<file path="src/rtl/branch_redirect_ctrl.sv">
// Redirect controller between the EX branch unit and fetch: holds a redirect until fetch
// accepts it, kills wrong-path slots and raises misaligned-target exceptions. Optional BRU_STATS_EN.
module branch_redirect_ctrl #(
    parameter int FLUSH_CYCLES = 2,
    parameter int IALIGN       = 4
) (
    input  logic        clk,
    input  logic        rst,
    input  logic        bru_valid,
    input  logic        is_taken,
    input  logic [31:0] pc_bru,
    input  logic        if_ready,
    output logic        redirect_valid,
    output logic [31:0] redirect_pc,
    output logic        flush_if,
    output logic        flush_id,
    output logic        stall_req,
    output logic        misalign_exc,
    output logic [31:0] misalign_addr,
    output logic [31:0] br_count,
    output logic [31:0] br_taken_count
);

    localparam logic [1:0] ST_IDLE  = 2'd0;
    localparam logic [1:0] ST_REDIR = 2'd1;
    localparam logic [1:0] ST_FLUSH = 2'd2;

    localparam logic [1:0] CNT_LOAD = 2'(FLUSH_CYCLES - 1);

    logic [1:0]  state_q, state_d;
    logic [1:0]  cnt_q, cnt_d;
    logic [31:0] target_q, target_d;
    logic        exc_q, exc_d;
    logic [31:0] exc_addr_q, exc_addr_d;

    logic        target_aligned;
    logic        accept_op;

    assign target_aligned = (IALIGN == 4) ? (pc_bru[1:0] == 2'b00) : (pc_bru[0] == 1'b0);

    // Only ops seen while IDLE are on the correct path; anything during REDIR/FLUSH is discarded.
    assign accept_op = (state_q == ST_IDLE) && bru_valid;

    always_comb begin
        // NOTE: every variable gets a default before the case so no path infers a latch.
        state_d    = state_q;
        cnt_d      = cnt_q;
        target_d   = target_q;
        exc_d      = 1'b0;
        exc_addr_d = exc_addr_q;

        case (state_q)
            ST_IDLE: begin
                if (accept_op && is_taken) begin
                    if (target_aligned) begin
                        target_d = pc_bru;
                        state_d  = ST_REDIR;
                    end else begin
                        exc_d      = 1'b1;
                        exc_addr_d = pc_bru;
                    end
                end
            end
            ST_REDIR: begin
                if (if_ready) begin
                    if (FLUSH_CYCLES == 1) begin
                        state_d = ST_IDLE;
                    end else begin
                        state_d = ST_FLUSH;
                        cnt_d   = CNT_LOAD;
                    end
                end
            end
            ST_FLUSH: begin
                // The tail lasts FLUSH_CYCLES-1 cycles: leave as the counter reaches zero.
                cnt_d = cnt_q - 2'd1;
                if (cnt_q <= 2'd1) begin
                    state_d = ST_IDLE;
                end
            end
            default: begin
                state_d = ST_IDLE;
            end
        endcase
    end

    always_ff @(posedge clk) begin
        // NOTE: sequential state uses non-blocking assignments so all registers update together.
        if (rst) begin
            state_q    <= ST_IDLE;
            cnt_q      <= 2'd0;
            target_q   <= 32'd0;
            exc_q      <= 1'b0;
            exc_addr_q <= 32'd0;
        end else begin
            state_q    <= state_d;
            cnt_q      <= cnt_d;
            target_q   <= target_d;
            exc_q      <= exc_d;
            exc_addr_q <= exc_addr_d;
        end
    end

    assign redirect_valid = (state_q == ST_REDIR);
    assign redirect_pc    = target_q;
    assign flush_if       = (state_q == ST_REDIR) || (state_q == ST_FLUSH);
    assign flush_id       = (state_q == ST_REDIR);
    assign stall_req      = (state_q == ST_REDIR);
    assign misalign_exc   = exc_q;
    assign misalign_addr  = exc_addr_q;

`ifdef BRU_STATS_EN
    logic [31:0] br_count_q;
    logic [31:0] br_taken_count_q;

    always_ff @(posedge clk) begin
        if (rst) begin
            br_count_q       <= 32'd0;
            br_taken_count_q <= 32'd0;
        end else if (accept_op) begin
            br_count_q <= br_count_q + 32'd1;
            if (is_taken) begin
                br_taken_count_q <= br_taken_count_q + 32'd1;
            end
        end
    end

    assign br_count       = br_count_q;
    assign br_taken_count = br_taken_count_q;
`else
    assign br_count       = 32'd0;
    assign br_taken_count = 32'd0;
`endif

endmodule

</file>
<file path="config.mk">
export PLATFORM = sky130hd
export DESIGN_NAME = branch_redirect_ctrl
export DESIGN_NICKNAME = d
export VERILOG_FILES = /design/src/rtl/branch_redirect_ctrl.sv
export SDC_FILE = /design/constraint.sdc
export NUM_CORES = 1
export LEC_CHECK = 0
export ABC_CLOCK_PERIOD_IN_PS = 2400
export CORE_ASPECT_RATIO = 0.9
export CORE_MARGIN = 1.5
export CORE_UTILIZATION = 30
export CTS_CLUSTER_DIAMETER = 60
export CTS_CLUSTER_SIZE = 14
export DETAILED_ROUTE_END_ITERATION = 8
export PLACE_DENSITY = 0.71
export SLEW_MARGIN = 20
export SYNTH_ARGS = -nofsm -noshare
export SYNTH_HDL_FRONTEND = slang
export SYNTH_SLANG_ARGS = --single-unit
</file>
<file path="constraint.sdc">
create_clock -name clk -period 2.4 [get_ports clk]
set_input_delay 0.36 -clock clk [delete_from_list [all_inputs] [get_ports clk]]
set_output_delay 0.36 -clock clk [all_outputs]
set_load 0.02 [all_outputs]
</file>
# Word level (Yosys, flattened, before mapping)
# Cells that the tools add are included.
dict set report classes {
  n_addsub 1
  order_cmp 1
  eq_ne 6
  mux 8
  bitwise 3
  n_reduce_logical 11
}
# op count
set ops {}
lappend ops {{two-way mux 2 bit} 5}
lappend ops {{!= test 2 bit (second input constant)} 3}
lappend ops {{one-hot mux 2 bit (3 select lines)} 1}
lappend ops {{AND reduction 3 bit} 2}
lappend ops {{logical NOT 2 bit} 2}
lappend ops {{one-hot mux 2 bit (2 select lines)} 1}
lappend ops {{AND reduction 4 bit} 1}
lappend ops {{inverter 1 bit} 3}
lappend ops {{OR reduction 3 bit} 1}
lappend ops {{== test 2 x 1 -> 1 bit (second input constant)} 1}
lappend ops {{== test 2 bit (second input constant)} 1}
lappend ops {{less-or-equal comparator 2 x 1 -> 1 bit (second input constant)} 1}
lappend ops {{logical AND 1 bit} 2}
lappend ops {{!= test 2 x 1 -> 1 bit (second input constant)} 1}
lappend ops {{AND reduction 2 bit} 1}
lappend ops {{nonzero test 2 bit} 1}
lappend ops {{subtractor 2 x 1 -> 2 bit (second input constant)} 1}
lappend ops {{logical OR 1 bit} 1}
lappend ops {{two-way mux 1 bit} 1}
dict set report word_totals {
  register_bits 69
  inputBits 37
  out_inout_bits 133
  elab_cells 35
}

# Longest topological paths before layout
# Gate-level depths: netlist (run 1).
dict set report logic_depth {
  ltp_word 5
  depth_mapped 6
}

# Worst setup path after synthesis (run 1)
# No wires, ideal clock.
dict set report synth_path {
  path_kind {reg-to-reg}
  start {reg state_q[0]}
  end {reg target_q[10] (netlist: redirect_pc[10])}
  setup_time_ns 0.132
  arrival_ns 1.186
  required_time_ns 2.268
  path_slack_ns 1.082
  stages_incl_launch_ff 7
  synth_period_minus_slack_ns 1.318
  path_cell_list {dfxtp_1 > inv_1 > ha_1 > nand3_1 > clkbuf_1 > o21ai_0 > a21oi_1}
}
dict set report synth_between {
  elab_chain_len 4
}
# item line
set synth_lines {}
lappend synth_lines {{start: declaration} 30} ;# logic [1:0] state_q, state_d;
lappend synth_lines {{start signal: assignment} 96} ;# state_q <= state_d;
lappend synth_lines {{logical NOT 2 bit (*)} {42, 52}}
lappend synth_lines {{logical AND 1 bit} 42} ;# assign accept_op = (state_q == ST_IDLE) && bru_valid;
lappend synth_lines {{logical AND 1 bit} 54} ;# if (accept_op && is_taken) begin
lappend synth_lines {{AND reduction 3 bit (no source line) (*)} -}
lappend synth_lines {{end signal: assignment} 98} ;# target_q <= target_d;
lappend synth_lines {{end: declaration} 32} ;# logic [31:0] target_q, target_d;
# Every way passes the cells marked *; elsewhere a longest branch is shown, timed or not.
# A chain may end at the register's enable or synchronous reset.

# Final worst setup path (run 1)
dict set report layout_path {
  start {reg state_q[1]}
  end {out flush_id}
}
dict set report layout_between {
  elab_chain_len 1
}
# item line
set layout_lines {}
lappend layout_lines {{== test 2 x 1 -> 1 bit} 107} ;# assign flush_id = (state_q == ST_REDIR);
lappend layout_lines {{end: declaration} 16} ;# output logic flush_id,
# Every way passes these cells.

==> results of run 1 <==
## area by class of cell
cell class / count / area, µm² / area share [%]
Sequential cell: 69 / 1380 / 31.6
Multi-Input combinational cell: 280 / 1350 / 30.8
Timing Repair Buffer: 113 / 1120 / 25.6
Clock buffer: 10 / 229 / 5.24
Tap cell: 129 / 161 / 3.70
Clock inverter: 6 / 111 / 2.55
Inverter: 5 / 18.8 / 0.430
## placed cells by master (no fill, tap or decap), types with 2 or more instances in the layout
cell / synthesis / layout
a21oi_1: 62 / 62
and3_1: 2 / 2
buf_4: 66 / 7
bufinv_16: 0 / 3
clkbuf_16: 0 / 9
clkdlybuf4s50_1: 0 / 104
conb_1: 1 / 64
dfxtp_1: 69 / 69
ha_1: 5 / 5
inv_1: 5 / 5
mux2i_1: 3 / 3
nand2_1: 63 / 63
nand2b_1: 5 / 5
nand3_1: 31 / 31
nand4_1: 2 / 2
nor2_1: 4 / 3
nor3b_1: 2 / 2
o21ai_0: 23 / 23
o21ai_1: 7 / 7
## metrics by stage
step                      setup slack, ps  hold WS [ps]  cells  util [%]
after floorplan                      1080           441    446         -
after global placement                515           442    596      39.6
after global routing                  238           479    612      43.0
after detailed placement              471           448    596      39.6
after CTS                             340           454    612      43.0
final                                 367           451    612      43.0
## cell families (layout without fill, tap and decap cells)
group	count (synthesis)	after routing
AO/OA/AOI/OAI	97	97
adder cells (fa/ha/maj)	5	5
buffers and inverters	97	134
flip-flops	69	69
multiplexers	3	3
other	1	64
AND/OR/NAND/NOR	111	111
## power breakdown
part	total (mW)	switching [mW]	leakage [nW]	internal, mW
registers	1.27	0.0423	0.560	1.22
clock network	1.50	0.487	0.163	1.01
logic	0.852	0.521	0.895	0.331
total	3.62	1.05	1.62	2.57
## flip-flops by register name (all words and copies together), names as in the netlist
register / flops
misalign_addr: 32
state_q: 2
misalign_exc: 1
cnt_q: 2
redirect_pc: 32
## critical path: cells and delay by family, from the launching register on
family	cells	cell delay, ps
fa+ha+maj	1	270
buf+inv	2	750
flops	1	330
## per-layer routing
metal  part of all wire, %  up-vias  global-route usage (%)
li1                      -     1344                       -
met1                    42     1257                    15.3
met2                    50      114                    24.8
met3                   7.9        9                    4.94
met4                  0.88        0                    4.83
met5                     0        -                       0
## synthesized netlist by cell type (all sizes together), types with 2 or more instances
cell type	number
nand2b	5
a21oi	62
o21ai	30
and3	2
dfxtp	69
clkbuf	11
ha	5
mux2i	3
nand3	31
buf	81
nor3b	2
inv	5
nand2	63
nor2	4
nand4	2
## how the worst max path moves through the flow
stage          cells past startpoint                      endpoint  slack (ps)
5_1_grt                            3                      flush_id         240
4_1_cts                            3                      flush_id         340
3_5_place_dp                       4  redirect_pc[21]$_SDFFE_PP0P_         470
6_report                           3                      flush_id         370
3_3_place_gp                       4  redirect_pc[31]$_SDFFE_PP0P_         510
2_1_floorplan                      6  redirect_pc[10]$_SDFFE_PP0P_        1080
==> impl_results.md, run 1 <==
- Status: finished, final reports clean
- Initial Util: 30.7%
- Post-synth EDFFs: 0
- CP max-delay cell: clkdlybuf4s50_1
- Simple-gate share of the synthesized area: 15.9%
- DIE AREA: 0.0110 mm²
- Antenna-violating nets left: 0
- CTS Buf Count: 9
- Worst reg-to-reg path cell count: 6
- Clock-pin slew on the worst setup and hold paths: 60 ps
- ANT cells: 0
- CTS tree: yes
- CTS root buf: clkbuf_16
- Fmax: 492 MHz
- Wirelength per Cell: 12.8 µm
- Data arrival, critical path: 1670 ps
- Final TNS setup: 0 ps
- Worst path max stage delay: 650 ps
- FF-to-FF setup slack: 770 ps
- Post-synth ARST share: 0%
- Worst-margin pin slew: 644 ps
- # port buffers: 105
- DRC Markers: 0
- Vias in the first global route: 2,520
- Final hold violation count: 0
- Setup Viol. Count Final: 0
- Yosys top cell area share: 44.3%
- Fillers: 1,027
- Initial DRT Pass Iterations: 4
- Synth Cell Area: 0.00312 mm²
- Total grt overflow: 0
- Critical-path cell list: inv_1 -> ha_1 -> clkdlybuf4s50_1
- Gp weighted congestion: 0.708
- Sequential fraction of the synthesis area: 44.3%
- Top_reg_cell synth: dfxtp_1
- RSZ-0062 raised after global routing: no
- CTS Sinks: 69
- Hpwl dp: 5470 µm
- Total track usage: 13.9%
- Pwr/cell area: 829 mW/mm²
- Largest family of logic cells by synthesized area: buffers and inverters
- CTS resizes: 0
- Largest net degree at the start of global routing: 39
- WL final: 7860 µm
- Distinct cell type count after synthesis: 27
- Max FO, Critical Path: 6
- Mux cell area share after synthesis: 0.963%
- Kind of critical path: flop to primary output
- Clock Path Buffers: 2
- Area contributors post-synth: dfxtp_1 44%, buf_4 16%, a21oi_1 10%
- Layout cell share with drive strength beyond 1: 5.80%
- Nets: 520
- H-tree lvl count: 3
- Core Region: 0.0102 mm²
- Synth Warn #: 0
- FF-to-FF Start: state_q[0]$_SDFFE_PP0P_
- Hold Path Class: flop to flop
- Leak pwr: 1.62 nW
- Chip width: 110 µm
- Area delta synth->final: 40.1%
- DP Area: 0.00403 mm²
- Fin area: 0.00437 mm²
- Reg2Reg Capture Point: redirect_pc[23]$_SDFFE_PP0P_
- Synthesized flop and latch total: 69
- Final Cycle Share: 84.7%
- Slew Viols, Final: 0
- Setup crit start kind: flop
- Skew-Pair Late Insertion Delay: 320 ps
- Compound-Gate Fraction of Synth Area: 16.5%
- Initial antenna violation count: 0
- Row cnt: 35
- Slew margin rel.: 57.0%
- Vias per std cell: 4.45
- Max Cap Violations: 0
- Total setup buffers inserted after CTS: 0
- Clock skew: 4.85 ps
- Post-route total power: 3.62 mW
- Crit end category: primary output
- Cts hold-fix bufs: 0
- Hold Startpoint: misalign_addr[8]$_SDFFE_PP0P_
- IO Pins: 170
- Die height: 99.7 µm
- Critical path launch point: state_q[1]$_SDFFE_PP0P_
- Max VDD drop: 0.317 mV
- XOR/XNOR share of the synthesized area: 0%
- Largest area contributor in the netlist: dfxtp_1
- Vias: 2,724
- Final min period: 2030 ps
- Adder-cell area share of the yosys netlist: 2.01%
- Mapped Cells: 383
- First-pass GRT wire length: 12,400 µm
- Initial DRC Count: 122
- Min-Delay Endpoint: misalign_addr[8]$_SDFFE_PP0P_
- Worst Hold Path Cells: 2
- Average size of a mapped cell: 8.14 µm²
- Req. time, crit path: 2040 ps
Power figures use the tool's default switching activity.
==> inputs of run 2 (changes only) <==
--- a/config.mk
+++ b/config.mk
@@ -5,14 +5,14 @@
 export SDC_FILE = /design/constraint.sdc
 export NUM_CORES = 1
 export LEC_CHECK = 0
-export ABC_CLOCK_PERIOD_IN_PS = 2400
+export ABC_CLOCK_PERIOD_IN_PS = 1750
 export CORE_ASPECT_RATIO = 0.9
 export CORE_MARGIN = 1.5
 export CORE_UTILIZATION = 30
 export CTS_CLUSTER_DIAMETER = 60
 export CTS_CLUSTER_SIZE = 14
 export DETAILED_ROUTE_END_ITERATION = 8
-export PLACE_DENSITY = 0.71
+export PLACE_DENSITY = 0.73
 export SLEW_MARGIN = 20
 export SYNTH_ARGS = -nofsm -noshare
 export SYNTH_HDL_FRONTEND = slang
==> constraint.sdc (replaced) <==
create_clock -name clk -period 1.75 [get_ports clk]
set_input_delay 0.2625 -clock clk [delete_from_list [all_inputs] [get_ports clk]]
set_output_delay 0.2625 -clock clk [all_outputs]
set_load 0.02 [all_outputs]
==> impl_results.md, run 2 (same netlist as run 1, synthesis figures left out) <==
- Cts hold-fix bufs: 0
- Area delta synth->final: 42.0%
- Clock Path Buffers: 2
- Final TNS setup: 0 ps
- Row cnt: 35
- Slew margin rel.: 64.0%
- Switching power: 1.43 mW
- Hold Path Class: input pin to flop
- Setup Viol. Count Final: 0
- Antenna-violating nets left: 0
- Max FO, Critical Path: 3
- Pwr/cell area: 1100 mW/mm²
- Sw Share: 29.4%
- Worst path max stage delay: 370 ps
- Initial DRT Pass Iterations: 4
- IO Pins: 170
- Fin area: 0.00442 mm²
- RSZ-0062 raised after global routing: no
- Final Cycle Share: 94.6%
- Critical-path cell list: inv_1 -> ha_2 -> clkdlybuf4s15_1
- Clock power frac: 39.9%
- Final hold violation count: 0
- Worst-margin pin slew: 539 ps
- Fin worst setup slack: 94.7 ps
- Comb pwr share: 24.3%
- Clock skew: 6.12 ps
- CTS root buf: clkbuf_16
- Initial antenna violation count: 0
- Vias: 2,765
- Initial Util: 30.7%
- Hpwl dp: 5670 µm
- Kind of critical path: flop to primary output
- Wirelength per Cell: 12.7 µm
- Nets: 526
- Status: finished, final reports clean
- Share of total power in sequential cells: 35.8%
- Setup crit start kind: flop
- Final min period: 1660 ps
- # port buffers: 105
- Data arrival, critical path: 1390 ps
- Filler-free cell count of the finished design: 618
- Slew Viols, Final: 0
- Cell-internal power: 3.43 mW
- CTS tree: yes
- CP max-delay cell: dfxtp_1
- Chip width: 110 µm
- First-pass GRT wire length: 12,700 µm
- Placed cell count: 602
- Gp weighted congestion: 0.705
- Commonest non-fill, non-tap cell in the layout: clkdlybuf4s50_1
- DIE AREA: 0.0110 mm²
- DP Area: 0.00410 mm²
- Skew-Pair Late Insertion Delay: 320 ps
- ANT cells: 0
- Commonest non-fill, non-tap cells in the layout: 100 x clkdlybuf4s50_1, 69 x dfxtp_1, 64 x conb_1, 63 x nand2_1, 62 x a21oi_1
- CTS Sinks: 69
- Vias per std cell: 4.47
- CTS Buf Count: 9
- H-tree lvl count: 3
- WL final: 7850 µm
- Fmax: 604 MHz
- Leak pwr: 1.66 nW
- Total grt overflow: 0
- Core Region: 0.0102 mm²
- DRC Markers: 0
- Die height: 99.7 µm
- Post-route total power: 4.86 mW
- Layout cell share with drive strength beyond 1: 7.36%
- Initial DRC Count: 109
- Largest net degree at the start of global routing: 36
- Vias in the first global route: 2,614
- Max Cap Violations: 0
- Max VDD drop: 0.599 mV
- Req. time, crit path: 1490 ps
- DP Worst Slack: -53.0 ps
- Crit end category: primary output
- Total track usage: 14.1%
- Clock-pin slew on the worst setup and hold paths: 50 ps
## run 2: cell types whose count changed in the layout (fill, tap and decap cells not counted)
cell	change
buf_4	+4
clkdlybuf4s50_1	-4
dlygate4sd2_1	+3
buf_12	+2
ha_1	-2
ha_2	+2
bufinv_16	-1
clkbuf_8	+1
clkdlybuf4s15_1	+1
clkinv_2	-1
clkinvlp_4	+1
## run 2: layer usage
metal	wire length (µm)	vias up	part of all wire, %	track usage, %
li1	-	1350	-	-
met1	3260	1292	41	16.1
met2	3930	112	50	24.7
met3	571	11	7.3	4.94
met4	84	0	1.1	4.73
met5	0	-	0	0
## run 2: what timing repair did
item / 4_1_cts / 5_1_grt
resized for setup: 4 / 3
setup buffers: 0 / 0
hold endpoints to repair: 0 / 0
setup endpoints to repair: 4 / 5
## run 2: through the flow
step / util, % / hold WS [ps]
after floorplan: - / 399
after global placement: 40.3 / 440
after detailed placement: 40.3 / 448
after CTS: 43.5 / 400
after global routing: 43.5 / 444
final: 43.5 / 411
## run 2: worst max-delay path, delay by kind of cell (launching register included)
family                   cells  cell delay, ps
buffers and inverters        2             400
flip-flops                   1             370
adder cells (fa/ha/maj)      1             320
## run 2: worst paths after layout
| path | start | end | slack (ps) | cells after the start |
|---|---|---|---|---|
| min | rst | cnt_q[1]$_SDFFE_PP0P_ | 410 | 2 |
| max | state_q[0]$_SDFFE_PP0P_ | flush_if | 90 | 3 |
| max reg2reg | state_q[0]$_SDFFE_PP0P_ | redirect_pc[21]$_SDFFE_PP0P_ | 220 | 6 |
| min reg2reg | misalign_addr[5]$_SDFFE_PP0P_ | misalign_addr[5]$_SDFFE_PP0P_ | 450 | 2 |
## run 2: area by class of cell
| type | count | area (µm²) |
|---|---|---|
| fillers | 1018 | 5740 |
| multi-input cells | 280 | 1350 |
| repair buffers | 119 | 1180 |
| clock buffers | 11 | 243 |
| clock inverters | 5 | 83.8 |
| inverters | 5 | 18.8 |
| flip-flops and latches | 69 | 1380 |
| well taps | 129 | 161 |
## run 2: power by group through the flow
stage               sequential (mW)  combinational, mW  clock, mW
floorplan                      1.86              0.740          0
global placement               1.76               1.18          0
detailed placement             1.77               1.21          0
CTS                            1.74               1.18       2.00
global route                   1.75               1.28       2.07
finish                         1.74               1.18       1.94
==> inputs of run 3 (changes only) <==
--- a/config.mk
+++ b/config.mk
@@ -12,6 +12,8 @@
 export CTS_CLUSTER_DIAMETER = 60
 export CTS_CLUSTER_SIZE = 14
 export DETAILED_ROUTE_END_ITERATION = 8
+export GPL_TIMING_DRIVEN = 0
+export HOLD_SLACK_MARGIN = 0.12
 export PLACE_DENSITY = 0.73
 export SLEW_MARGIN = 20
 export SYNTH_ARGS = -nofsm -noshare
==> impl_results.md, run 3 (same netlist as run 1, synthesis figures left out) <==
- Gp weighted congestion: 0.728
- Total setup buffers inserted after CTS: 0
- Initial DRT Pass Iterations: 4
- Area delta synth->final: 55.8%
- Worst-margin pin slew: 526 ps
- Data arrival, critical path: 1440 ps
- Min-Delay Endpoint: state_q[1]$_SDFFE_PP0P_
- Final min period: 1700 ps
- Total track usage: 15.5%
- CTS tree: yes
- Status: finished, final reports clean
- Clock Path Buffers: 2
- Final Cycle Share: 97.4%
- Largest net degree at the start of global routing: 12
- Fmax: 587 MHz
- Crit end category: primary output
- Hold Path Class: input pin to flop
- Worst path max stage delay: 320 ps
- Worst reg-to-reg path cell count: 6
- Slew margin rel.: 64.9%
- RSZ-0062 raised after global routing: yes
- Pwr/cell area: 995 mW/mm²
- Final hold violation count: 0
- Chip width: 110 µm
- Wirelength per Cell: 12.6 µm
- Met3 WL: 553 µm
- Max VDD drop: 0.536 mV
- WL final: 8760 µm
- Initial Util: 30.7%
- Layout Utilization: 47.8%
- Max FO, Critical Path: 6
- CTS root buf: clkbuf_16
- Max Used Layer: met4
- Skew-Pair Late Insertion Delay: 320 ps
- Antenna-violating nets left: 0
- DIE AREA: 0.0110 mm²
- Reg2Reg Capture Point: misalign_addr[3]$_SDFFE_PP0P_
- IO Pins: 170
- Initial antenna violation count: 0
- Total grt overflow: 0
- Clock-pin slew on the worst setup and hold paths: 50 ps
- Vias: 2,983
- Slew Viols, Final: 0
- Critical path launch point: state_q[1]$_SDFFE_PP0P_
- Fin area: 0.00486 mm²
- FF-to-FF Start: state_q[0]$_SDFFE_PP0P_
- Row cnt: 35
- Worst Hold Path Cells: 3
- Leak pwr: 2.00 nW
- CTS Buf Count: 9
- Setup crit start kind: flop
- Commonest non-fill, non-tap cells in the layout: 100 x clkdlybuf4s50_1, 69 x dfxtp_1, 66 x buf_4, 64 x conb_1, 63 x nand2_1
- FF-to-FF setup slack: 120 ps
- Setup Viol. Count Final: 0
- Clock skew: 5.87 ps
- Hold Startpoint: rst
- Nets: 603
- Hpwl dp: 6730 µm
- Cts hold-fix bufs: 0
- H-tree lvl count: 3
- First-pass GRT wire length: 13,800 µm
- Post-route total power: 4.83 mW
- CTS Sinks: 69
- CP max-delay cell: dfxtp_1
- Commonest non-fill, non-tap cell in the layout: clkdlybuf4s50_1
- Met1 wire length: 3740 µm
- # port buffers: 104
- Critical-path cell list: inv_1 -> ha_2 -> buf_4 -> dlygate4sd2_1
- Core Region: 0.0102 mm²
- Vias in the first global route: 2,827
- Req. time, crit path: 1490 ps
- Die height: 99.7 µm
- DP Area: 0.00456 mm²
- Initial DRC Count: 142
- DRC Markers: 0
- Filler-free cell count of the finished design: 694
- Fillers: 1,025
- Layout cell share with drive strength beyond 1: 17.7%
- ANT cells: 0
- Placed cell count: 679
- Vias per std cell: 4.30
- Met2 WL: 4360 µm
- Max Cap Violations: 0
- Kind of critical path: flop to primary output
==> run 3: worst max-delay path by stage <==
stage                                    to  slack [ps]  depth (start not counted)
6_report                     redirect_valid          50                          4
5_1_grt                           stall_req         -30                          4
4_1_cts                      redirect_valid          20                          4
3_5_place_dp   redirect_pc[18]$_SDFFE_PP0P_        -100                          5
3_3_place_gp   redirect_pc[19]$_SDFFE_PP0P_         -80                          5
2_1_floorplan  redirect_pc[10]$_SDFFE_PP0P_         430                          6
==> run 3: power breakdown <==
part	internal, mW	switching, mW	total [mW]
clock network	1.17	0.624	1.79
registers	1.68	0.0580	1.74
logic	0.549	0.754	1.30
total	3.39	1.44	4.83
==> run 3: critical path, delay by kind of cell, from the launching register on <==
| family | cells | cell delay, ps |
|---|---|---|
| buf+inv | 3 | 540 |
| flops | 1 | 320 |
| fa+ha+maj | 1 | 260 |
==> run 3: layout make-up <==
class	count	area [µm²]	share of cell area, %
inverters	5	18.8	0.386
repair buffers	104	1040	21.3
multi-input cells	280	1350	27.7
well taps	129	161	3.32
clock buffers	11	253	5.20
clock inverters	4	47.5	0.979
flip-flops and latches	69	1380	28.4
plain buffers	92	612	12.6
==> run 3: stage by stage <==
stage	worst slack (ps)	hold WS [ps]	TNS, ps
after global routing	-30.5	340	-103
final	46.2	323	0
after detailed placement	-101	447	-2370
after floorplan	432	399	0
after CTS	19.8	319	0
after global placement	-76.1	443	-1670
==> run 3: metal layers <==
layer  track usage [%]  vias to the layer above
li1                  -                     1509
met1              18.0                     1350
met2              27.5                      114
met3              5.55                       10
met4              3.65                        0
met5                 0                        -
==> run 3: repair_timing <==
action | CTS | global route
gates resized for setup | 5 | 4
gates cloned | 0 | 0
hold endpoints to repair | 0 | 0
setup endpoints to repair | 4 | 26
